[config.mk]
export PLATFORM = sky130hd
export DESIGN_NAME = vga_timing_gen
export DESIGN_NICKNAME = d
export VERILOG_FILES = /design/src/rtl/vga_pkg.sv /design/src/rtl/vga_delay_line.sv /design/src/rtl/vga_timing_gen.sv
export SDC_FILE = /design/constraint.sdc
export NUM_CORES = 1
export LEC_CHECK = 0
export ABC_AREA = 1
export BUFFER_PORTS_ARGS = -buffer_cell sky130_fd_sc_hd__buf_2
export CORE_MARGIN = 3
export CORE_UTILIZATION = 54
export DETAILED_ROUTE_END_ITERATION = 12
export GPL_TIMING_DRIVEN = 1
export PLACE_DENSITY = 0.83
export SYNTH_ARGS = -nofsm -noshare
export SYNTH_HDL_FRONTEND = slang
export SYNTH_HIERARCHICAL = 1
export SYNTH_SLANG_ARGS = --single-unit
export TNS_END_PERCENT = 10
[constraint.sdc]
create_clock -name clk -period 1.63 [get_ports clk]
set_input_delay 0.326 -clock clk [delete_from_list [all_inputs] [get_ports clk]]
set_output_delay 0.326 -clock clk [all_outputs]
set_load 0.05 [all_outputs]
[src/rtl/vga_pkg.sv]
// vga_pkg: shared VGA timing constants, bar colours and helpers.
// Imported by vga_timing_gen and vga_delay_line.
package vga_pkg;

    localparam int VGA_H_VIS  = 640;
    localparam int VGA_H_FP   = 16;
    localparam int VGA_H_SYNC = 96;
    localparam int VGA_H_BP   = 48;
    localparam int VGA_V_VIS  = 480;
    localparam int VGA_V_FP   = 10;
    localparam int VGA_V_SYNC = 2;
    localparam int VGA_V_BP   = 33;

    localparam logic [23:0] RGB_WHITE   = 24'hFFFFFF;
    localparam logic [23:0] RGB_YELLOW  = 24'hFFFF00;
    localparam logic [23:0] RGB_CYAN    = 24'h00FFFF;
    localparam logic [23:0] RGB_GREEN   = 24'h00FF00;
    localparam logic [23:0] RGB_MAGENTA = 24'hFF00FF;
    localparam logic [23:0] RGB_RED     = 24'hFF0000;
    localparam logic [23:0] RGB_BLUE    = 24'h0000FF;
    localparam logic [23:0] RGB_BLACK   = 24'h000000;

    function automatic int vga_total(
        input int vis,
        input int fp,
        input int sync,
        input int bp
    );
        return vis + fp + sync + bp;
    endfunction

    function automatic logic [23:0] bar_colour(
        input logic [2:0] idx
    );
        logic [23:0] c;
        c = RGB_BLACK;
        unique case (idx)
            3'd0: c = RGB_WHITE;
            3'd1: c = RGB_YELLOW;
            3'd2: c = RGB_CYAN;
            3'd3: c = RGB_GREEN;
            3'd4: c = RGB_MAGENTA;
            3'd5: c = RGB_RED;
            3'd6: c = RGB_BLUE;
            3'd7: c = RGB_BLACK;
        endcase
        return c;
    endfunction

endpackage

[src/rtl/vga_delay_line.sv]
// vga_delay_line: enable-gated shift register, DEPTH stages.
// DEPTH = 0 passes d straight through.
module vga_delay_line
    import vga_pkg::*;
#(
    parameter int               WIDTH     = 1,
    parameter int               DEPTH     = 1,
    parameter logic [WIDTH-1:0] RESET_VAL = '0
) (
    input  logic             clk,
    input  logic             rst,
    input  logic             en,
    input  logic [WIDTH-1:0] d,
    output logic [WIDTH-1:0] q
);

    if (DEPTH == 0) begin : g_wire
        assign q = d;
    end else begin : g_shift
        logic [WIDTH-1:0] stage [DEPTH];

        // shift one slot per enable, clear to RESET_VAL
        always_ff @(posedge clk) begin
            if (rst) begin
                for (int i = 0; i < DEPTH; i++)
                    stage[i] <= RESET_VAL;
            end else if (en) begin
                stage[0] <= d;
                for (int i = 1; i < DEPTH; i++)
                    stage[i] <= stage[i-1];
            end
        end

        assign q = stage[DEPTH-1];
    end

endmodule

[src/rtl/vga_timing_gen.sv]
// vga_timing_gen: parametrised VGA raster timing with aligned strobes.
// Optional colour-bar generator enabled by VGA_TEST_PATTERN_EN.
module vga_timing_gen
    import vga_pkg::*;
#(
    parameter int CNT_W    = 10,
    parameter int CLK_DIV  = 2,
    parameter int H_VIS    = VGA_H_VIS,
    parameter int H_FP     = VGA_H_FP,
    parameter int H_SYNC   = VGA_H_SYNC,
    parameter int H_BP     = VGA_H_BP,
    parameter int V_VIS    = VGA_V_VIS,
    parameter int V_FP     = VGA_V_FP,
    parameter int V_SYNC   = VGA_V_SYNC,
    parameter int V_BP     = VGA_V_BP,
    parameter int SYNC_POL = 0,
    parameter int PIPE_DLY = 2
) (
    input  logic             clk,
    input  logic             rst,
`ifdef VGA_TEST_PATTERN_EN
    input  logic             test_mode,
    output logic [23:0]      tp_rgb,
`endif
    output logic             hsync,
    output logic             vsync,
    output logic             vga_blank_n,
    output logic             vga_clk,
    output logic             bright,
    output logic [CNT_W-1:0] hcount,
    output logic [CNT_W-1:0] vcount,
    output logic             pix_en,
    output logic             sof,
    output logic             eol,
    output logic [7:0]       frame_cnt
);

    localparam int H_TOTAL =
        vga_total(H_VIS, H_FP, H_SYNC, H_BP);
    localparam int V_TOTAL =
        vga_total(V_VIS, V_FP, V_SYNC, V_BP);
    localparam int DIV_W =
        (CLK_DIV > 1) ? $clog2(CLK_DIV) : 1;

    if (H_TOTAL > (1 << CNT_W) ||
        V_TOTAL > (1 << CNT_W)) begin : g_bad_cnt_w
        $error("vga_timing_gen: totals exceed CNT_W");
    end
    if (CLK_DIV < 1) begin : g_bad_div
        $error("vga_timing_gen: CLK_DIV must be >= 1");
    end
    if (PIPE_DLY < 0 || PIPE_DLY > 7) begin : g_bad_dly
        $error("vga_timing_gen: PIPE_DLY out of 0..7");
    end

    localparam logic [DIV_W-1:0] DIV_LAST =
        DIV_W'(CLK_DIV - 1);
    localparam logic [DIV_W-1:0] DIV_HALF =
        DIV_W'(CLK_DIV / 2);

    localparam logic [CNT_W-1:0] H_LAST = CNT_W'(H_TOTAL - 1);
    localparam logic [CNT_W-1:0] V_LAST = CNT_W'(V_TOTAL - 1);
    localparam logic [CNT_W-1:0] H_EOL  = CNT_W'(H_VIS - 1);
    localparam logic [CNT_W-1:0] H_VEND = CNT_W'(H_VIS);
    localparam logic [CNT_W-1:0] V_VEND = CNT_W'(V_VIS);
    localparam logic [CNT_W-1:0] HS_BEG = CNT_W'(H_VIS + H_FP);
    localparam logic [CNT_W-1:0] HS_END =
        CNT_W'(H_VIS + H_FP + H_SYNC);
    localparam logic [CNT_W-1:0] VS_BEG = CNT_W'(V_VIS + V_FP);
    localparam logic [CNT_W-1:0] VS_END =
        CNT_W'(V_VIS + V_FP + V_SYNC);

    localparam logic POL = (SYNC_POL != 0);

    logic [DIV_W-1:0] div;
    logic             h_last;
    logic             v_last;
    logic             h_act;
    logic             v_act;
    logic             vis;
    logic             h_act_d;
    logic             v_act_d;
    logic             vis_d;

    // pixel-rate divider, one pix_en per CLK_DIV clocks
    always_ff @(posedge clk) begin
        if (rst)
            div <= '0;
        else if (div == DIV_LAST)
            div <= '0;
        else
            div <= div + 1'b1;
    end

    assign pix_en = (div == DIV_LAST);

    if (CLK_DIV == 1) begin : g_clk_sim
        assign vga_clk = 1'b0;
    end else begin : g_clk_div
        assign vga_clk = (div >= DIV_HALF);
    end

    assign h_last = (hcount == H_LAST);
    assign v_last = (vcount == V_LAST);

    // raster position and frame count, advanced per pixel
    always_ff @(posedge clk) begin
        if (rst) begin
            hcount    <= '0;
            vcount    <= '0;
            frame_cnt <= '0;
        end else if (pix_en) begin
            if (h_last) begin
                hcount <= '0;
                if (v_last) begin
                    vcount    <= '0;
                    frame_cnt <= frame_cnt + 8'd1;
                end else begin
                    vcount <= vcount + 1'b1;
                end
            end else begin
                hcount <= hcount + 1'b1;
            end
        end
    end

    assign sof = pix_en & h_last & v_last;
    assign eol = pix_en & (hcount == H_EOL) &
                 (vcount < V_VEND);

    assign h_act = (hcount >= HS_BEG) && (hcount < HS_END);
    assign v_act = (vcount >= VS_BEG) && (vcount < VS_END);
    assign vis   = (hcount < H_VEND) && (vcount < V_VEND);

    vga_delay_line #(
        .WIDTH     (3),
        .DEPTH     (PIPE_DLY),
        .RESET_VAL (3'b000)
    ) u_strobe_dly (
        .clk (clk),
        .rst (rst),
        .en  (pix_en),
        .d   ({h_act, v_act, vis}),
        .q   ({h_act_d, v_act_d, vis_d})
    );

    assign hsync       = h_act_d ? POL : ~POL;
    assign vsync       = v_act_d ? POL : ~POL;
    assign vga_blank_n = vis_d;
    assign bright      = vis_d;

`ifdef VGA_TEST_PATTERN_EN
    localparam int BAR_W = (H_VIS / 8 > 0) ? H_VIS / 8 : 1;

    logic [CNT_W-1:0] bar_idx;
    logic [23:0]      tp_raw;

    assign bar_idx = hcount / CNT_W'(BAR_W);
    assign tp_raw  = (vis && test_mode) ?
                     bar_colour(bar_idx[2:0]) : 24'h0;

    vga_delay_line #(
        .WIDTH     (24),
        .DEPTH     (PIPE_DLY),
        .RESET_VAL (24'h0)
    ) u_tp_dly (
        .clk (clk),
        .rst (rst),
        .en  (pix_en),
        .d   (tp_raw),
        .q   (tp_rgb)
    );
`endif

endmodule

==> impl_metrics.json <==
{
  "status": "finished, violations left",
  "violations": "negative setup slack",
  "grt_pass1_wl_mm": 7.42,
  "drive_gt1_share_pct": 30.2,
  "cts_tree": "built",
  "fin_crit_sh_pct": 119,
  "hp-class": "input pin to register",
  "crit_path_start_kind": "register",
  "fin_skew_ns": 0.0128,
  "diodes": 0,
  "crit_type": "register to output port",
  "grt_util_all_layers_pct": 21.9,
  "r2r_slack_ns": 0.07,
  "met3_length_um": 254,
  "yosysUniqueCellTypes": 30,
  "viasPerCell": 4.98,
  "synth-seq-cells": 35,
  "setup_viol": 2,
  "max-cap-violations": 0,
  "power_w": 0.00149,
  "grt_max_degree": 16,
  "fmax_mhz": 516,
  "seq_area_frac_synth_pct": 39.5,
  "drc": 0,
  "post-route-min-period_ns": 1.94,
  "reg2reg_from": "hcount[1]",
  "die_area_um2": 4320,
  "drtIter0Drc": 104,
  "io_buffers": 37,
  "overflow": 0,
  "cts_buffers": 5,
  "setup_slack_ns": -0.309,
  "wl_per_cell_um": 11.4,
  "firstDrtPassIters": 4,
  "relSlewSlack_pct": 76.3,
  "power_per_cell_area_nw_per_um2": 623,
  "reg2reg_depth": 9,
  "die_h_um": 65.8,
  "io_pins": 38,
  "die_w_um": 65.8,
  "clock_path_buffers": 2,
  "cts_root_buffer": "clkbuf_4",
  "r2r_end": "frame_cnt[5]",
  "crit_end": "eol",
  "finalSetupTns_ns": -0.547,
  "path_clk_slew_ns": 0.11,
  "cp_data_arrival_time_ns": 1.61,
  "p_leak_nw": 1.08,
  "instances_no_fill": 367,
  "hold_violations": 0,
  "final_nets": 328,
  "drt-met1-wl_mm": 1.83,
  "cts_sinks": 35,
  "crit_start": "hcount[1]",
  "ir_drop_mv": 0.500,
  "syn_nets": 278,
  "area_growth_pct": 24.3,
  "finalMaxSlewViolations": 0,
  "netlist_area_um2": 1930,
  "clk_latency_ns": 0.34,
  "final_cell_mix": "nand2_1, nor2_1, inv_1",
  "core_um2": 3390,
  "placementRows": 21,
  "final_common_cell": "nand2_1",
  "drt-total-wl_mm": 4.18,
  "dpl-instance-area_um2": 2320,
  "yosysWarnings": 6,
  "nFillCells": 267,
  "dr.max_layer_used": "met4",
  "ant_nets": 0,
  "stdcell_area_um2": 2400,
  "synthCells": 270,
  "htreeDepth": 2,
  "crit_path_end_kind": "output port",
  "dp.cells": 359,
  "start_util_pct": 56.9,
  "grt_pass1_vias": 1694,
  "tightest_slew_ns": 0.354,
  "synth.avg_cell_area_um2": 7.14,
  "antenna_found_initial": 0,
  "crit_path_max_fanout": 3,
  "wl_met2_mm": 2.02,
  "vias": 1829,
  "rsz0062_at_grt": "true",
  "place_congestion": 0.882,
  "dp_hpwl_mm": 3.16,
  "cp.required_ns": 1.30
}
-- cells in the mapped netlist --
library cell	instances	share of area, %
inv_2	4	0.78
dfxtp_1	29	30
o21ai_2	1	0.45
nor3b_1	3	1.2
o21ai_0	6	1.6
clkbuf_1	2	0.39
nand2_1	68	13
a21oi_1	15	3.9
nand3_4	1	0.91
edfxtp_1	6	9.3
nor3_1	3	0.78
nor2_8	1	1.0
nor2_4	1	0.58
nand2_2	1	0.32
buf_8	1	0.78
o21bai_1	1	0.39
buf_4	5	1.9
nand3_1	16	4.2
xor2_1	8	3.6
nand3b_1	2	0.78
nor2_1	39	7.6
ha_1	6	3.9
nor2_2	5	1.6
o21ai_1	1	0.26
or2_1	1	0.32
nor3_2	1	0.52
nor4_1	2	0.65
nand2_4	1	0.58
nand4_1	4	1.3
inv_1	36	7.0
-- through the flow --
step	worst slack (ns)	utilization, %	hold WS, ns
floorplan	-0.236	-	0.519
global route	-0.398	70.7	0.312
finish	-0.309	70.7	0.308
detailed placement	0.0176	68.5	0.479
CTS	-0.300	70.5	0.310
global placement	0.0460	68.5	0.466
-- power by group --
group / total, W / switching, W / internal, W
clock network: 0.000467 / 0.000301 / 0.000166
registers: 0.000898 / 0.00000844 / 0.000889
logic: 0.000128 / 0.0000955 / 0.0000326
-- worst min path at each step --
stage / cells after the start / slack (ns) / start / end
after floorplan: 2 / 0.52 / u_strobe_dly/g_shift.stage[0][0] / u_strobe_dly/g_shift.stage[0][3]
after global placement: 2 / 0.47 / vcount[0] / vcount[0]
after detailed placement: 2 / 0.48 / vcount[0] / vcount[0]
after CTS: 4 / 0.31 / rst / vcount[7]
after global routing: 4 / 0.31 / rst / vcount[9]
final: 4 / 0.31 / rst / vcount[7]
-- sequential cells by signal, indices dropped and copies added, names as in the netlist --
signal and count:
frame_cnt 8, u_strobe_dly/g_shift.stage 6, hcount 10, pix_en 1, vcount 10
-- repair_timing --
item	4_1_cts	5_1_grt
pin swaps	2	1
setup endpoints to repair	2	5
buffers inserted	0	0
hold buffers	0	0
resized for setup	4	2
-- metal layers --
metal	GRT usage, %	vias up
met1	27.4	813
met5	0	-
met3	5.98	13
met4	7.25	0
met2	36.0	57
li1	-	946
-- worst max-delay path, stage by stage, from the launching register on --
cell     delay (ns)
dfxtp_4        0.38
ha_4           0.15
nand3_4        0.09
nor2_4         0.12
nand2_2        0.08
nor4_4         0.24
buf_6          0.20
-- layout make-up --
class | instances | area [µm²] | share of cell area (%)
clock buffer | 6 | 41.3 | 1.72
clock inverter | 2 | 12.5 | 0.522
inverter | 40 | 150 | 6.27
multi-input combinational | 187 | 1030 | 42.9
sequential | 35 | 792 | 33.1
tap | 46 | 57.6 | 2.40
timing repair buffer | 51 | 315 | 13.2
-- cells by family after synthesis --
group	count (synthesis)	synth area share, %
AND/OR/NAND/NOR	149	35.6
buffers and inverters	48	10.9
flip-flops	35	39.5
AO/OA/AOI/OAI	24	6.55
XOR/XNOR	8	3.63
adder cells (fa/ha/maj)	6	3.89
Power figures use the tool's default switching activity.
